$ cat config.mk
export PLATFORM = sky130hd
export DESIGN_NAME = ram_burst_reader
export DESIGN_NICKNAME = d
export VERILOG_FILES = /design/src/rtl/ram_burst_pkg.sv /design/src/rtl/rb_skid_fifo.sv /design/src/rtl/ram_burst_reader.sv
export SDC_FILE = /design/constraint.sdc
export NUM_CORES = 1
export LEC_CHECK = 0
export ABC_AREA = 1
export CELL_PAD_IN_SITES_DETAIL_PLACEMENT = 2
export CELL_PAD_IN_SITES_GLOBAL_PLACEMENT = 2
export CORE_MARGIN = 4
export CORE_UTILIZATION = 32
export CTS_BUF_LIST = sky130_fd_sc_hd__clkbuf_4 sky130_fd_sc_hd__clkbuf_8
export DETAILED_ROUTE_END_ITERATION = 10
export GPL_ROUTABILITY_DRIVEN = 0
export PLACE_DENSITY = 0.95
export SYNTH_ARGS = -nofsm -noshare
export SYNTH_HDL_FRONTEND = slang
export SYNTH_HIERARCHICAL = 1
export SYNTH_SLANG_ARGS = --single-unit
$ cat constraint.sdc
create_clock -name clk -period 5.9 [get_ports clk]
set_clock_uncertainty 0.05 [all_clocks]
set_input_delay 1.18 -clock clk [delete_from_list [all_inputs] [get_ports clk]]
set_output_delay 1.18 -clock clk [all_outputs]
set_load 0.1 [all_outputs]
$ cat src/rtl/ram_burst_pkg.sv
// ram_burst_pkg
//   Shared types and constants for the RAM burst reader.
//   - rb_state_t    : burst FSM state (IDLE, READ, DRAIN)
//   - RB_FIFO_DEPTH : depth of the output skid FIFO
//   - RB_CNT_W      : width of a FIFO occupancy count (0..RB_FIFO_DEPTH)
package ram_burst_pkg;

    localparam int RB_FIFO_DEPTH = 2;
    localparam int RB_CNT_W      = $clog2(RB_FIFO_DEPTH + 1);

    typedef enum logic [1:0] {
        IDLE,
        READ,
        DRAIN
    } rb_state_t;

endpackage

$ cat src/rtl/rb_skid_fifo.sv
// rb_skid_fifo
//   Two-entry register FIFO that sits between the RAM read data and the
//   output stream. Entry 0 is always the head, so the stream outputs come
//   straight from flops with no path back to the push data.
//   Optional macro RB_LAST_EN adds a one-bit "last" tag per entry.
// Ports:
//   i_clk, i_reset_n  clock, asynchronous active-low reset
//   i_push            write i_push_data (and i_push_last) this edge
//   i_push_data       word to store
//   i_push_last       end-of-burst tag (RB_LAST_EN only)
//   i_pop             head consumed this edge
//   o_count           current occupancy, 0..2
//   o_head_data       head word
//   o_head_valid      FIFO not empty
//   o_head_last       head tag (RB_LAST_EN only)
module rb_skid_fifo
    import ram_burst_pkg::*;
#(
    parameter int DATA_WIDTH = 8
) (
    input  logic                  i_clk,
    input  logic                  i_reset_n,
    input  logic                  i_push,
    input  logic [DATA_WIDTH-1:0] i_push_data,
    input  logic                  i_pop,
    output logic [RB_CNT_W-1:0]   o_count,
    output logic [DATA_WIDTH-1:0] o_head_data,
    output logic                  o_head_valid
`ifdef RB_LAST_EN
    ,
    input  logic                  i_push_last,
    output logic                  o_head_last
`endif
);

`ifdef RB_LAST_EN
    localparam int ENTRY_W = DATA_WIDTH + 1;
`else
    localparam int ENTRY_W = DATA_WIDTH;
`endif

    logic [ENTRY_W-1:0]  r_entry0;
    logic [ENTRY_W-1:0]  r_entry1;
    logic [RB_CNT_W-1:0] r_count;
    logic [ENTRY_W-1:0]  w_push_entry;

`ifdef RB_LAST_EN
    assign w_push_entry = {i_push_last, i_push_data};
    assign o_head_last  = r_entry0[DATA_WIDTH];
`else
    assign w_push_entry = i_push_data;
`endif

    // Shift structure: a pop moves entry 1 into the head slot, a push fills
    // the first free slot. The credit rule upstream never pushes when full
    // and never pops when empty, so those cases need no guarding here.
    // NOTE: sequential state uses non-blocking assignments so every flop
    // samples pre-edge values regardless of statement order.
    always_ff @(posedge i_clk or negedge i_reset_n) begin
        if (!i_reset_n) begin
            // NOTE: the storage is reset because the head word is a visible
            // output that must read as zero out of reset.
            r_entry0 <= '0;
            r_entry1 <= '0;
            r_count  <= '0;
        end else begin
            case ({i_push, i_pop})
                2'b10: begin
                    if (r_count == RB_CNT_W'(0)) r_entry0 <= w_push_entry;
                    else                         r_entry1 <= w_push_entry;
                    r_count <= r_count + RB_CNT_W'(1);
                end
                2'b01: begin
                    r_entry0 <= r_entry1;
                    r_count  <= r_count - RB_CNT_W'(1);
                end
                2'b11: begin
                    if (r_count == RB_CNT_W'(1)) begin
                        r_entry0 <= w_push_entry;
                    end else begin
                        r_entry0 <= r_entry1;
                        r_entry1 <= w_push_entry;
                    end
                end
                default: ;
            endcase
        end
    end

    assign o_count      = r_count;
    assign o_head_data  = r_entry0[DATA_WIDTH-1:0];
    assign o_head_valid = (r_count != RB_CNT_W'(0));

endmodule

$ cat src/rtl/ram_burst_reader.sv
// ram_burst_reader
//   Reads `len` consecutive words from a synchronous RAM (one-cycle read
//   latency) starting at `base_addr` and streams them out on a valid/ready
//   interface with full backpressure. Addresses wrap modulo 2**ADDR_WIDTH.
//   Optional macro RB_LAST_EN adds the m_last output, high on the final beat.
// Ports:
//   clk, reset_n  clock, asynchronous active-low reset
//   start         burst request (sampled in IDLE only)
//   base_addr     first address, captured on an accepted start
//   len           word count 0..2**ADDR_WIDTH, captured on an accepted start
//   busy          burst in progress
//   done          one-cycle completion pulse
//   ram_addr      RAM read address
//   ram_dout      RAM read data (one cycle after the address)
//   m_data, m_valid, m_ready   output stream
//   m_last        final-beat marker (RB_LAST_EN only)
module ram_burst_reader
    import ram_burst_pkg::*;
#(
    parameter int DATA_WIDTH = 8,
    parameter int ADDR_WIDTH = 10
) (
    input  logic                  clk,
    input  logic                  reset_n,
    input  logic                  start,
    input  logic [ADDR_WIDTH-1:0] base_addr,
    input  logic [ADDR_WIDTH:0]   len,
    output logic                  busy,
    output logic                  done,
    output logic [ADDR_WIDTH-1:0] ram_addr,
    input  logic [DATA_WIDTH-1:0] ram_dout,
    output logic [DATA_WIDTH-1:0] m_data,
    output logic                  m_valid,
    input  logic                  m_ready
`ifdef RB_LAST_EN
    ,
    output logic                  m_last
`endif
);

    rb_state_t             r_state;
    rb_state_t             w_state_next;
    logic [ADDR_WIDTH-1:0] r_addr;
    logic [ADDR_WIDTH:0]   r_remaining;
    logic                  r_inflight;
    logic                  r_done;

    logic                  w_pop;
    logic                  w_rd_issue;
    logic                  w_final_issue;
    logic                  w_final_pop;
    logic                  w_start_burst;
    logic                  w_start_empty;
    logic                  w_busy;
    logic [RB_CNT_W-1:0]   w_fifo_count;
    logic [RB_CNT_W:0]     w_credit;

    assign w_pop = m_valid & m_ready;

    // Words already owed to the FIFO (stored plus one in the RAM pipeline),
    // net of the word leaving this cycle. Issuing only below the FIFO depth
    // means a push can never find the FIFO full.
    assign w_credit = {1'b0, w_fifo_count}
                    + (RB_CNT_W + 1)'(r_inflight)
                    - (RB_CNT_W + 1)'(w_pop);

    assign w_final_issue = w_rd_issue && (r_remaining == (ADDR_WIDTH + 1)'(1));
    // In DRAIN every read is issued, so the last word leaves when the FIFO
    // holds one word and nothing is still coming back from the RAM.
    assign w_final_pop   = w_pop && (w_fifo_count == RB_CNT_W'(1)) && !r_inflight;

    // State register
    always_ff @(posedge clk or negedge reset_n) begin
        if (!reset_n) r_state <= IDLE;
        else          r_state <= w_state_next;
    end

    // Next-state logic
    // NOTE: a default assignment at the top of every combinational block
    // keeps all paths assigned, so no latch can be inferred.
    always_comb begin
        w_state_next = r_state;
        case (r_state)
            IDLE:    if (start && (len != '0)) w_state_next = READ;
            READ:    if (w_final_issue)        w_state_next = DRAIN;
            DRAIN:   if (w_final_pop)          w_state_next = IDLE;
            default: w_state_next = IDLE;
        endcase
    end

    // Output / control decode
    always_comb begin
        w_busy        = 1'b0;
        w_rd_issue    = 1'b0;
        w_start_burst = 1'b0;
        w_start_empty = 1'b0;
        case (r_state)
            IDLE: begin
                w_start_burst = start && (len != '0);
                w_start_empty = start && (len == '0);
            end
            READ: begin
                w_busy     = 1'b1;
                w_rd_issue = (w_credit < (RB_CNT_W + 1)'(RB_FIFO_DEPTH));
            end
            DRAIN:   w_busy = 1'b1;
            default: ;
        endcase
    end

    // Address / remaining counters, read pipeline flag, completion pulse
    always_ff @(posedge clk or negedge reset_n) begin
        if (!reset_n) begin
            r_addr      <= '0;
            r_remaining <= '0;
            r_inflight  <= 1'b0;
            r_done      <= 1'b0;
        end else begin
            if (w_start_burst) begin
                r_addr      <= base_addr;
                r_remaining <= len;
            end else if (w_rd_issue) begin
                r_addr      <= r_addr + ADDR_WIDTH'(1);
                r_remaining <= r_remaining - (ADDR_WIDTH + 1)'(1);
            end
            r_inflight <= w_rd_issue;
            r_done     <= w_start_empty || ((r_state == DRAIN) && w_final_pop);
        end
    end

`ifdef RB_LAST_EN
    // Tag travels alongside the in-flight read so it lands with its word.
    logic r_inflight_last;

    always_ff @(posedge clk or negedge reset_n) begin
        if (!reset_n) r_inflight_last <= 1'b0;
        else          r_inflight_last <= w_final_issue;
    end
`endif

    rb_skid_fifo #(
        .DATA_WIDTH (DATA_WIDTH)
    ) u_fifo (
        .i_clk        (clk),
        .i_reset_n    (reset_n),
        .i_push       (r_inflight),
        .i_push_data  (ram_dout),
        .i_pop        (w_pop),
        .o_count      (w_fifo_count),
        .o_head_data  (m_data),
        .o_head_valid (m_valid)
`ifdef RB_LAST_EN
        ,
        .i_push_last  (r_inflight_last),
        .o_head_last  (m_last)
`endif
    );

    assign busy     = w_busy;
    assign done     = r_done;
    assign ram_addr = r_addr;

endmodule

==> results by group, run 1 <==
STA
  • Min setup slack post-route: 2.332 ns
  • Fmax achieved: 0.2803 GHz
  • Fin Setup TNS: 0 ns
  • RSZ-0062 raised after global routing: false
  • Worst slew margin: 0.3251
  • Slew Viols, Final: 0
  • Endpoints failing setup: 0
  • Fin crit share: 0.6048
  • Final hold vios: 0
  • Worst Tran Pin Value: 1.012 ns
  • Hold_ws: 0.4314 ns
  • Min cycle time layout: 3.568 ns

Layout
  • Fillers: 960
  • Final Instance Count excl. Fillers: 528
  • Antenna diodes: 0
  • Area occupied by multi-input gates: 0.001424 sq mm
  • # nets final: 468
  • Register area: 0.001076 sq mm
  • Layout cells sized above 1: 0.05674
  • Area growth, synth to finish: 26.30%

Critical path
  • R2R setup slack: 2.92 ns
  • Critical Path AT: 2.34 ns
  • Critical path class: register to output port
  • Crit. End Element: output port
  • Worst EP required: 4.67 ns
  • Startpoint class of the critical path: register
  • Crit Path Max Fanout: 5

Floorplanning
  • Core area: 0.008175 sq mm
  • Die area: 0.009929 sq mm
  • Row count: 33
  • # IOs: 54
  • DIE HEIGHT: 99.65 um
  • Die Width: 99.65 um
  • Initial Util: 0.3287

Routing
  • Post-DRT Antenna Nets: 0
  • Vias per cell: 5.057
  • Initial detailed-routing violation count: 63
  • First drt pass iteration count: 4
  • DRC: 0
  • Vias: 2670
  • WL/cell: 16.42 um
  • Final wirelength: 8671 um

GRT
  • Wire length of the first global-routing pass: 14940 um
  • Initial antenna violation count: 0
  • Largest net degree at the start of global routing: 44
  • Number of global-route vias before repair: 3133
  • Gr usage total: 0.1854
  • Grt ovf: 0

Logic synthesis
  • Synth top area share: 0.4004
  • Syn_nets: 414
  • Yosys top cell by area: dfrtp_1
  • Synth warnings: 6
  • Top-count cell post-synth: nand2_1
  • Top cells by count, synth: nand2_1, nand3_1, dfrtp_1, inv_1, nor2_1
  • Top cells by area, synth: dfrtp_1, nand2_1, nand3_1
  • Synth Instances: 368
  • Ys async rst share: 1.000
  • Synth Area per Inst: 7.303 sq um
  • FF+latch count, synth: 43
  • Post-synth top flop: dfrtp_1
  • Number of enable flip-flop cells after synthesis: 0
  • Count of different cell masters after synthesis: 28
  • Mapped Area: 0.002688 sq mm
  • Sequential-to-total area share from yosys stat: 0.4004

Power
  • Design Power: 2.100 mW
  • Switching power share of the total: 0.5844
  • Sequential power share: 0.271
  • Leak: 1.659 nW
  • Pwr per Cell Area: 618.6 mW/mm^2
  • Gate power share: 0.632
  • Internal power: 872.6 uW
  • Clk pwr share: 0.097
  • Worst IR drop on VDD: 0.2969 mV
  • Sw Pwr: 1.227 mW

Clock network
  • CTS clk-pin slew, worst paths: 0.09 ns
  • Root buf cell: clkbuf_8
  • Skew-Pair Late Insertion Delay: 0.31 ns
  • CTS tree: done
  • CTS Hold Buffers Added: 0
  • Post-cts sizing count: 0
  • CTS Buf Count: 5
  • H-tree depth: 2
  • # clock sinks: 43
  • Post-CTS setup buffers: 0
  • CTS Buffer Depth: 2

Placement
  • HPWL Detailed: 6466 um
  • Worst slack at placement: 2.194 ns
  • Port bufs: 53
  • Placed insts: 520

Job
  • Max-Cap Viols: 0

Worst hold path
  • Worst min-delay path class: register to register

Outcome
  • Status: completed
==> sequential cells by signal (all words and copies together), names as in the netlist <==
signal and flops:
u_fifo/o_count 2, r_inflight 1, r_state 2, r_remaining 11, u_fifo/r_entry1 8, done 1
u_fifo/o_head_data 8, ram_addr 10
==> logic make-up (layout without fill, tap and decap cells) <==
logic type,count (synthesis),after routing,share of synthesized area
compound gates,7,7,0.01583
xor+xnor,13,13,0.04237
fa+ha+maj,13,13,0.06331
buf+inv,44,99,0.06983
flops,43,43,0.4004
simple gates,248,248,0.4083
==> metal layers <==
metal | part of all wire | vias to the layer above | wire length, um | GRT usage
met5 | 0 | - | 0 | 0
met3 | 0.029 | 10 | 252 | 0.02805
met1 | 0.41 | 1342 | 3560 | 0.2046
li1 | - | 1275 | - | -
met2 | 0.54 | 43 | 4717 | 0.3616
met4 | 0.016 | 0 | 141 | 0.05462
==> area by class of cell <==
type / count / share of cell area
Sequential cell: 43 / 0.3170
Inverter: 38 / 0.04276
Timing Repair Buffer: 53 / 0.1548
Clock inverter: 3 / 0.007003
Clock buffer: 5 / 0.02027
Tap cell: 105 / 0.03870
Multi-Input combinational cell: 281 / 0.4195
==> through the flow <==
stage	utilization	cell area, sq um
floorplan	-	2688
global placement	0.4039	3302
finish	0.4152	3395
global route	0.4152	3395
detailed placement	0.4039	3302
CTS	0.4152	3395
==> power groups by stage <==
| stage | logic, mW | clock network [mW] | registers (mW) |
|---|---|---|---|
| after floorplan | 0.608 | 0 | 0.949 |
| after global placement | 1.27 | 0 | 0.563 |
| after detailed placement | 1.33 | 0 | 0.574 |
| after CTS | 1.35 | 0.212 | 0.572 |
| after global routing | 1.45 | 0.227 | 0.594 |
| final | 1.33 | 0.203 | 0.569 |
==> final timing paths <==
check / start / depth (start not counted) / end
max reg2reg: u_fifo/o_count[1] / 13 / r_remaining[9]
min reg2reg: u_fifo/r_entry1[4] / 2 / u_fifo/r_entry1[4]
min: u_fifo/r_entry1[4] / 2 / u_fifo/r_entry1[4]
max: u_fifo/o_count[1] / 4 / m_valid
min in group asynchronous: reset_n / 1 / u_fifo/r_entry1[0]
max in group asynchronous: reset_n / 1 / r_remaining[4]
==> cell usage in the layout, fill, tap and decap left out, drive strengths merged <==
cell,synthesis,routed
clkdlybuf4s50,0,52
o31ai,1,1
nor3b,1,1
dfrtp,43,43
nor3,2,2
nand3b,1,1
a21oi,2,2
nand4,5,5
ha,12,12
o21ai,3,3
nand2,138,138
clkbuf,0,5
nor2,30,30
xnor2,4,4
fa,1,1
buf,6,1
clkinvlp,0,2
inv,38,39
nand3,70,70
xor2,9,9
and2,1,1
o22ai,1,1
==> critical path, cell delays in order, from the launching register on <==
cell and delay (ns):
dfrtp_1 0.47, inv_1 0.12, ha_1 0.23, inv_1 0.08
clkdlybuf4s50_1 1.13
(Power assumes the default switching activity.)
==> inputs of run 2 (changes only) <==
--- a/config.mk
+++ b/config.mk
@@ -9,11 +9,11 @@
 export CELL_PAD_IN_SITES_DETAIL_PLACEMENT = 2
 export CELL_PAD_IN_SITES_GLOBAL_PLACEMENT = 2
 export CORE_MARGIN = 4
-export CORE_UTILIZATION = 32
+export CORE_UTILIZATION = 30
 export CTS_BUF_LIST = sky130_fd_sc_hd__clkbuf_4 sky130_fd_sc_hd__clkbuf_8
 export DETAILED_ROUTE_END_ITERATION = 10
 export GPL_ROUTABILITY_DRIVEN = 0
-export PLACE_DENSITY = 0.95
+export PLACE_DENSITY = 0.94
 export SYNTH_ARGS = -nofsm -noshare
 export SYNTH_HDL_FRONTEND = slang
 export SYNTH_HIERARCHICAL = 1
==> constraint.sdc (replaced) <==
create_clock -name clk -period 3.38 [get_ports clk]
set_clock_uncertainty 0.05 [all_clocks]
set_input_delay 0.676 -clock clk [delete_from_list [all_inputs] [get_ports clk]]
set_output_delay 0.676 -clock clk [all_outputs]
set_load 0.1 [all_outputs]
==> run 2 against run 1 <==
Net effect:
- cell count is 0.76% higher
- global-route usage is 1.6 points lower
- critical path depth is 10 higher
- count of clock-buffer cells in the layout stayed put
- sequential share of layout area is 0.39 points higher
- register-to-register slack worse by 2.5 ns
- clock power is 75% higher
- largest cell class unchanged
- combinational power is 71% higher
- worst setup slack worse by 1.9 ns
- first-iteration DRC count is 25% higher
- power is 73% higher
- sequential cell count stayed put
==> results by group, run 2 (same netlist as run 1, synthesis figures left out) <==
Floorplanning
  • DIE HEIGHT: 102.7 um (+3.0%)
  • # IOs: 54 (unchanged)
  • Die Width: 102.7 um (+3.0%)
  • Core area: 0.008721 sq mm (+6.7%)
  • Row count: 34 (+3.0%)
  • Initial Util: 0.3082 (-0.02056)
  • Die area: 0.01054 sq mm (+6.1%)

Layout
  • Layout cells sized above 1: 0.1085 (+0.05175)
  • Commonest non-fill, non-tap cell in the layout: nand2_1
  • Most frequent cells in the layout: nand2_1, nand3_1, dfrtp_1
  • Max reg flops: 11 (unchanged)
  • Largest reg by FF count: r_remaining
  • Area growth, synth to finish: 24.77%
  • Antenna diodes: 0 (unchanged)
  • Utilization after layout: 0.3845 (-0.03071)
  • # nets final: 469 (+0.21%)

Critical path
  • Critical path class: register to register
  • Worst EP required: 3.56 ns (-1.11 ns)
  • Startpoint class of the critical path: register
  • Critical Path AT: 3.12 ns (+0.78 ns)
  • Crit Path Max Fanout: 18 (+13)
  • Crit. End Element: register

STA
  • Endpoints failing setup: 0 (unchanged)
  • Min cycle time layout: 2.935 ns
  • Final hold vios: 0 (unchanged)
  • Fin crit share: 0.8682
  • Fin Setup TNS: 0 ns (unchanged)
  • Slew Viols, Final: 0 (unchanged)
  • Worst slew margin: 0.3128 (-0.01223)
  • Fmax achieved: 0.3408 GHz
  • Worst Tran Pin Value: 1.031 ns (+0.01835 ns)
  • RSZ-0062 raised after global routing: false

Clock network
  • H-tree depth: 2 (unchanged)
  • CTS Hold Buffers Added: 0 (unchanged)
  • Post-cts sizing count: 0 (unchanged)
  • CTS Buf Count: 5 (unchanged)
  • Root buf cell: clkbuf_8
  • Post-CTS setup buffers: 0 (unchanged)
  • Skew-Pair Late Insertion Delay: 0.30 ns (about the same)
  • CTS clk-pin slew, worst paths: 0.10 ns (about the same)
  • # clock sinks: 43 (unchanged)
  • CTS tree: done
  • CTS Buffer Depth: 2 (unchanged)

Routing
  • Vias per cell: 4.976 (-1.6%)
  • DRC: 0 (unchanged)
  • First drt pass iteration count: 4 (unchanged)
  • WL/cell: 15.83 um (-3.6%)
  • Initial detailed-routing violation count: 79 (+25%)
  • Final wirelength: 8420 um (-2.9%)
  • Vias: 2647 (-0.86%)
  • Post-DRT Antenna Nets: 0 (unchanged)

Power
  • Worst IR drop on VDD: 0.4000 mV (+35%)
  • Gate power share: 0.628 (-0.004)
  • Pwr per Cell Area: 1082 mW/mm^2 (+75%)
  • Leak: 1.689 nW (+1.8%)
  • Internal power: 1.492 mW (+71%)
  • Sequential power share: 0.274 (+0.003)
  • Clk pwr share: 0.098 (about the same)
  • Sw Pwr: 2.135 mW (+74%)
  • Switching power share of the total: 0.5886 (+0.004226)
  • Design Power: 3.627 mW (+73%)

Job
  • Max-Cap Viols: 0 (unchanged)

GRT
  • Gr usage total: 0.1695 (-0.01597)
  • Number of global-route vias before repair: 2938 (-6.2%)
  • Largest net degree at the start of global routing: 44 (unchanged)
  • Grt ovf: 0 (unchanged)
  • Initial antenna violation count: 0 (unchanged)
  • Wire length of the first global-routing pass: 14150 um (-5.3%)

Outcome
  • Status: completed

Worst hold path
  • Worst min-delay path class: register to register

Placement
  • Port bufs: 53 (unchanged)
  • HPWL Detailed: 6384 um (-1.3%)
## run 2: power groups by stage
stage / combinational [mW] / clock [mW] / sequential (mW)
4_1_cts: 2.31 / 0.368 / 0.998
6_report: 2.28 / 0.356 / 0.993
3_5_place_dp: 2.30 / 0 / 1.01
2_1_floorplan: 1.06 / 0 / 1.66
5_1_grt: 2.49 / 0.391 / 1.03
3_3_place_gp: 2.19 / 0 / 0.988
## run 2: cell type report
class	count	area [sq um]
Clock inverter	3	23.77
Fill cell	1025	5368
Sequential cell	43	1076
Timing Repair Buffer	54	480.5
Inverter	38	145.1
Clock buffer	5	68.82
Tap cell	108	135.1
Multi-Input combinational cell	281	1424
## run 2: final timing paths
path                                     from  slack (ns)            endpoint  cells past startpoint
setup / recovery            u_fifo/o_count[1]        0.45      r_remaining[4]                     14
hold / removal             u_fifo/r_entry1[4]        0.44  u_fifo/r_entry1[4]                      2
setup reg to reg            u_fifo/o_count[1]        0.45      r_remaining[4]                     14
hold reg to reg            u_fifo/r_entry1[4]        0.44  u_fifo/r_entry1[4]                      2
max in group asynchronous             reset_n        2.14      r_remaining[9]                      1
min in group asynchronous             reset_n        0.49   u_fifo/o_count[1]                      1
## run 2: metal layers
metal,vias to the layer above,share of wire,global-route usage
met5,-,0,0
met4,0,0.0037,0.02220
met3,4,0.030,0.02300
met2,38,0.52,0.3183
met1,1329,0.44,0.2106
li1,1276,-,-
## run 2: per-stage QoR
step / setup WS [ns] / cell area, sq um / hold slack, ns / std cells
detailed placement: 0.1952 / 3261 / 0.4191 / 524
global route: 0.1927 / 3353 / 0.4664 / 532
global placement: 0.3486 / 3261 / 0.4041 / 524
CTS: 0.3955 / 3353 / 0.4435 / 532
floorplan: 0.3080 / 2688 / 0.3304 / 368
finish: 0.4454 / 3353 / 0.4414 / 532
## run 2: critical path, stage by stage, from the launching register on
cell and delay, ns:
dfrtp_1 0.48, inv_1 0.12, ha_1 0.23, inv_1 0.08, nand2_1 0.08, nor2_1 0.18
o21ai_0 0.15, fa_1 0.41, nand2_1 0.09, nand2_1 0.08, nor2_4 0.20, inv_2 0.18
nor2_8 0.31, nand2_1 0.11, nand3_1 0.10
==> inputs of run 3 (changes only) <==
--- a/config.mk
+++ b/config.mk
@@ -14,6 +14,7 @@
 export DETAILED_ROUTE_END_ITERATION = 10
 export GPL_ROUTABILITY_DRIVEN = 0
 export PLACE_DENSITY = 0.94
+export SLEW_MARGIN = 20
 export SYNTH_ARGS = -nofsm -noshare
 export SYNTH_HDL_FRONTEND = slang
 export SYNTH_HIERARCHICAL = 1
==> run 3 against run 2 <==
Net effect:
- routed wire length about the same
- global-route usage did not move
- via count stayed put
- power about the same
- largest power group unchanged
- critical path depth unchanged
- highest routed layer unchanged
==> results by group, run 3 (same netlist as run 1, synthesis figures left out) <==
Critical path
  • Critical Path AT: 3.12 ns (about the same)
  • Reg2reg start: u_fifo/o_count[1]
  • Crit. End Element: register
  • Worst EP required: 3.56 ns (about the same)
  • Startpoint class of the critical path: register
  • Crit path from: u_fifo/o_count[1]
  • Crit Path Max Fanout: 18 (unchanged)
  • Critical path class: register to register

Power
  • Leak: 1.690 nW (about the same)
  • Pwr per Cell Area: 1081 mW/mm^2 (about the same)
  • Worst IR drop on VDD: 0.4000 mV (about the same)
  • Design Power: 3.628 mW (about the same)

Layout
  • Register area: 0.001076 sq mm (unchanged)
  • Antenna diodes: 0 (unchanged)
  • Commonest non-fill, non-tap cell in the layout: nand2_1
  • Area growth, synth to finish: 24.86% (about the same)
  • Most frequent cells in the layout: nand2_1, nand3_1, dfrtp_1
  • Utilization after layout: 0.3848 (about the same)
  • Largest reg by FF count: r_remaining
  • Area occupied by multi-input gates: 0.001424 sq mm (unchanged)
  • # nets final: 469 (unchanged)
  • Final Instance Count excl. Fillers: 532 (unchanged)
  • Fillers: 1024 (-0.098%)
  • Max reg flops: 11 (unchanged)
  • Layout cells sized above 1: 0.1085 (unchanged)

Routing
  • Post-DRT Antenna Nets: 0 (unchanged)
  • First drt pass iteration count: 4 (unchanged)
  • Vias per cell: 4.976 (unchanged)
  • Final wirelength: 8421 um (about the same)
  • WL/cell: 15.83 um (about the same)
  • Vias: 2647 (unchanged)
  • Initial detailed-routing violation count: 79 (unchanged)
  • DRC: 0 (unchanged)

Floorplanning
  • Die area: 0.01054 sq mm (unchanged)
  • # IOs: 54 (unchanged)
  • Die Width: 102.7 um (unchanged)
  • Core area: 0.008721 sq mm (unchanged)
  • Row count: 34 (unchanged)
  • DIE HEIGHT: 102.7 um (unchanged)
  • Initial Util: 0.3082 (unchanged)

GRT
  • Largest net degree at the start of global routing: 44 (unchanged)
  • Wire length of the first global-routing pass: 14150 um (unchanged)
  • Initial antenna violation count: 0 (unchanged)
  • Gr usage total: 0.1695 (unchanged)
  • Number of global-route vias before repair: 2938 (unchanged)
  • Grt ovf: 0 (unchanged)

Outcome
  • Status: completed

Placement
  • HPWL Detailed: 6384 um (unchanged)
  • Port bufs: 53 (unchanged)
  • Placed insts: 524 (unchanged)

Clock network
  • CTS Hold Buffers Added: 0 (unchanged)
  • CTS Buf Count: 5 (unchanged)
  • Root buf cell: clkbuf_8
  • Post-CTS setup buffers: 0 (unchanged)
  • Post-cts sizing count: 0 (unchanged)
  • # clock sinks: 43 (unchanged)
  • CTS Buffer Depth: 2 (unchanged)
  • Skew-Pair Late Insertion Delay: 0.30 ns (about the same)
  • H-tree depth: 2 (unchanged)
  • CTS tree: done
  • CTS clk-pin slew, worst paths: 0.10 ns (about the same)

STA
  • Slew Viols, Final: 0 (unchanged)
  • Fmax achieved: 0.3408 GHz (unchanged)
  • RSZ-0062 raised after global routing: false
  • Fin Setup TNS: 0 ns (unchanged)
  • Final hold vios: 0 (unchanged)
  • Hold_ws: 0.3118 ns (-0.1296 ns)
  • Worst Tran Pin Value: 0.5920 ns (-0.4388 ns)
  • Worst slew margin: 0.6054 (+0.2925)
  • Endpoints failing setup: 0 (unchanged)
  • Fin crit share: 0.8682 (unchanged)
  • Min cycle time layout: 2.935 ns (unchanged)

Job
  • Max-Cap Viols: 0 (unchanged)

Worst hold path
  • Worst min-delay path class: primary input to async pin
==> run 3: cell counts in the layout (fill, tap and decap cells not counted) <==
No cell type changed its count.
==> run 3: layer usage <==
layer	GRT usage	vias up	wire length (um)
met4	0.02220	0	31
met3	0.02300	4	253
met1	0.2106	1329	3737
met5	0	-	0
li1	-	1276	-
met2	0.3183	38	4398
==> run 3: where the power goes <==
part / leakage, nW / internal (mW) / switching (mW)
clock network: 0.0408 / 0.148 / 0.208
registers: 0.536 / 0.747 / 0.247
logic: 1.11 / 0.597 / 1.68
total: 1.69 / 1.49 / 2.14
==> run 3: cell type report <==
type,count,area share
Multi-Input combinational cell,281,0.4243
Sequential cell,43,0.3207
Timing Repair Buffer,54,0.1439
Inverter,38,0.04325
Tap cell,108,0.04027
Clock buffer,5,0.02051
Clock inverter,3,0.007084
==> run 3: path summary, 6_finish.rpt <==
| check | cells past startpoint | endpoint | slack [ns] |
|---|---|---|---|
| worst min register to register | 2 | u_fifo/r_entry1[4] | 0.44 |
| max in group asynchronous | 1 | r_remaining[9] | 2.55 |
| worst max-delay path | 14 | r_remaining[4] | 0.45 |
| worst min-delay path | 1 | u_fifo/o_count[1] | 0.31 |
| min in group clk | 2 | u_fifo/r_entry1[4] | 0.44 |
| worst max register to register | 14 | r_remaining[4] | 0.45 |
==> run 3: per-stage QoR <==
step	setup slack [ns]	cell area, sq um
3_3_place_gp	0.3486	3261
6_report	0.4454	3356
4_1_cts	0.3955	3353
5_1_grt	0.1927	3356
3_5_place_dp	0.1952	3261
2_1_floorplan	0.3080	2688
==> run 3: worst max-delay path, cell delays in order, from the launching register on <==
cell and delay, ns:
dfrtp_1 0.48, inv_1 0.12, ha_1 0.23, inv_1 0.08, nand2_1 0.08, nor2_1 0.18, o21ai_0 0.15, fa_1 0.41
nand2_1 0.09, nand2_1 0.08, nor2_4 0.20, inv_2 0.18, nor2_8 0.31, nand2_1 0.11, nand3_1 0.10
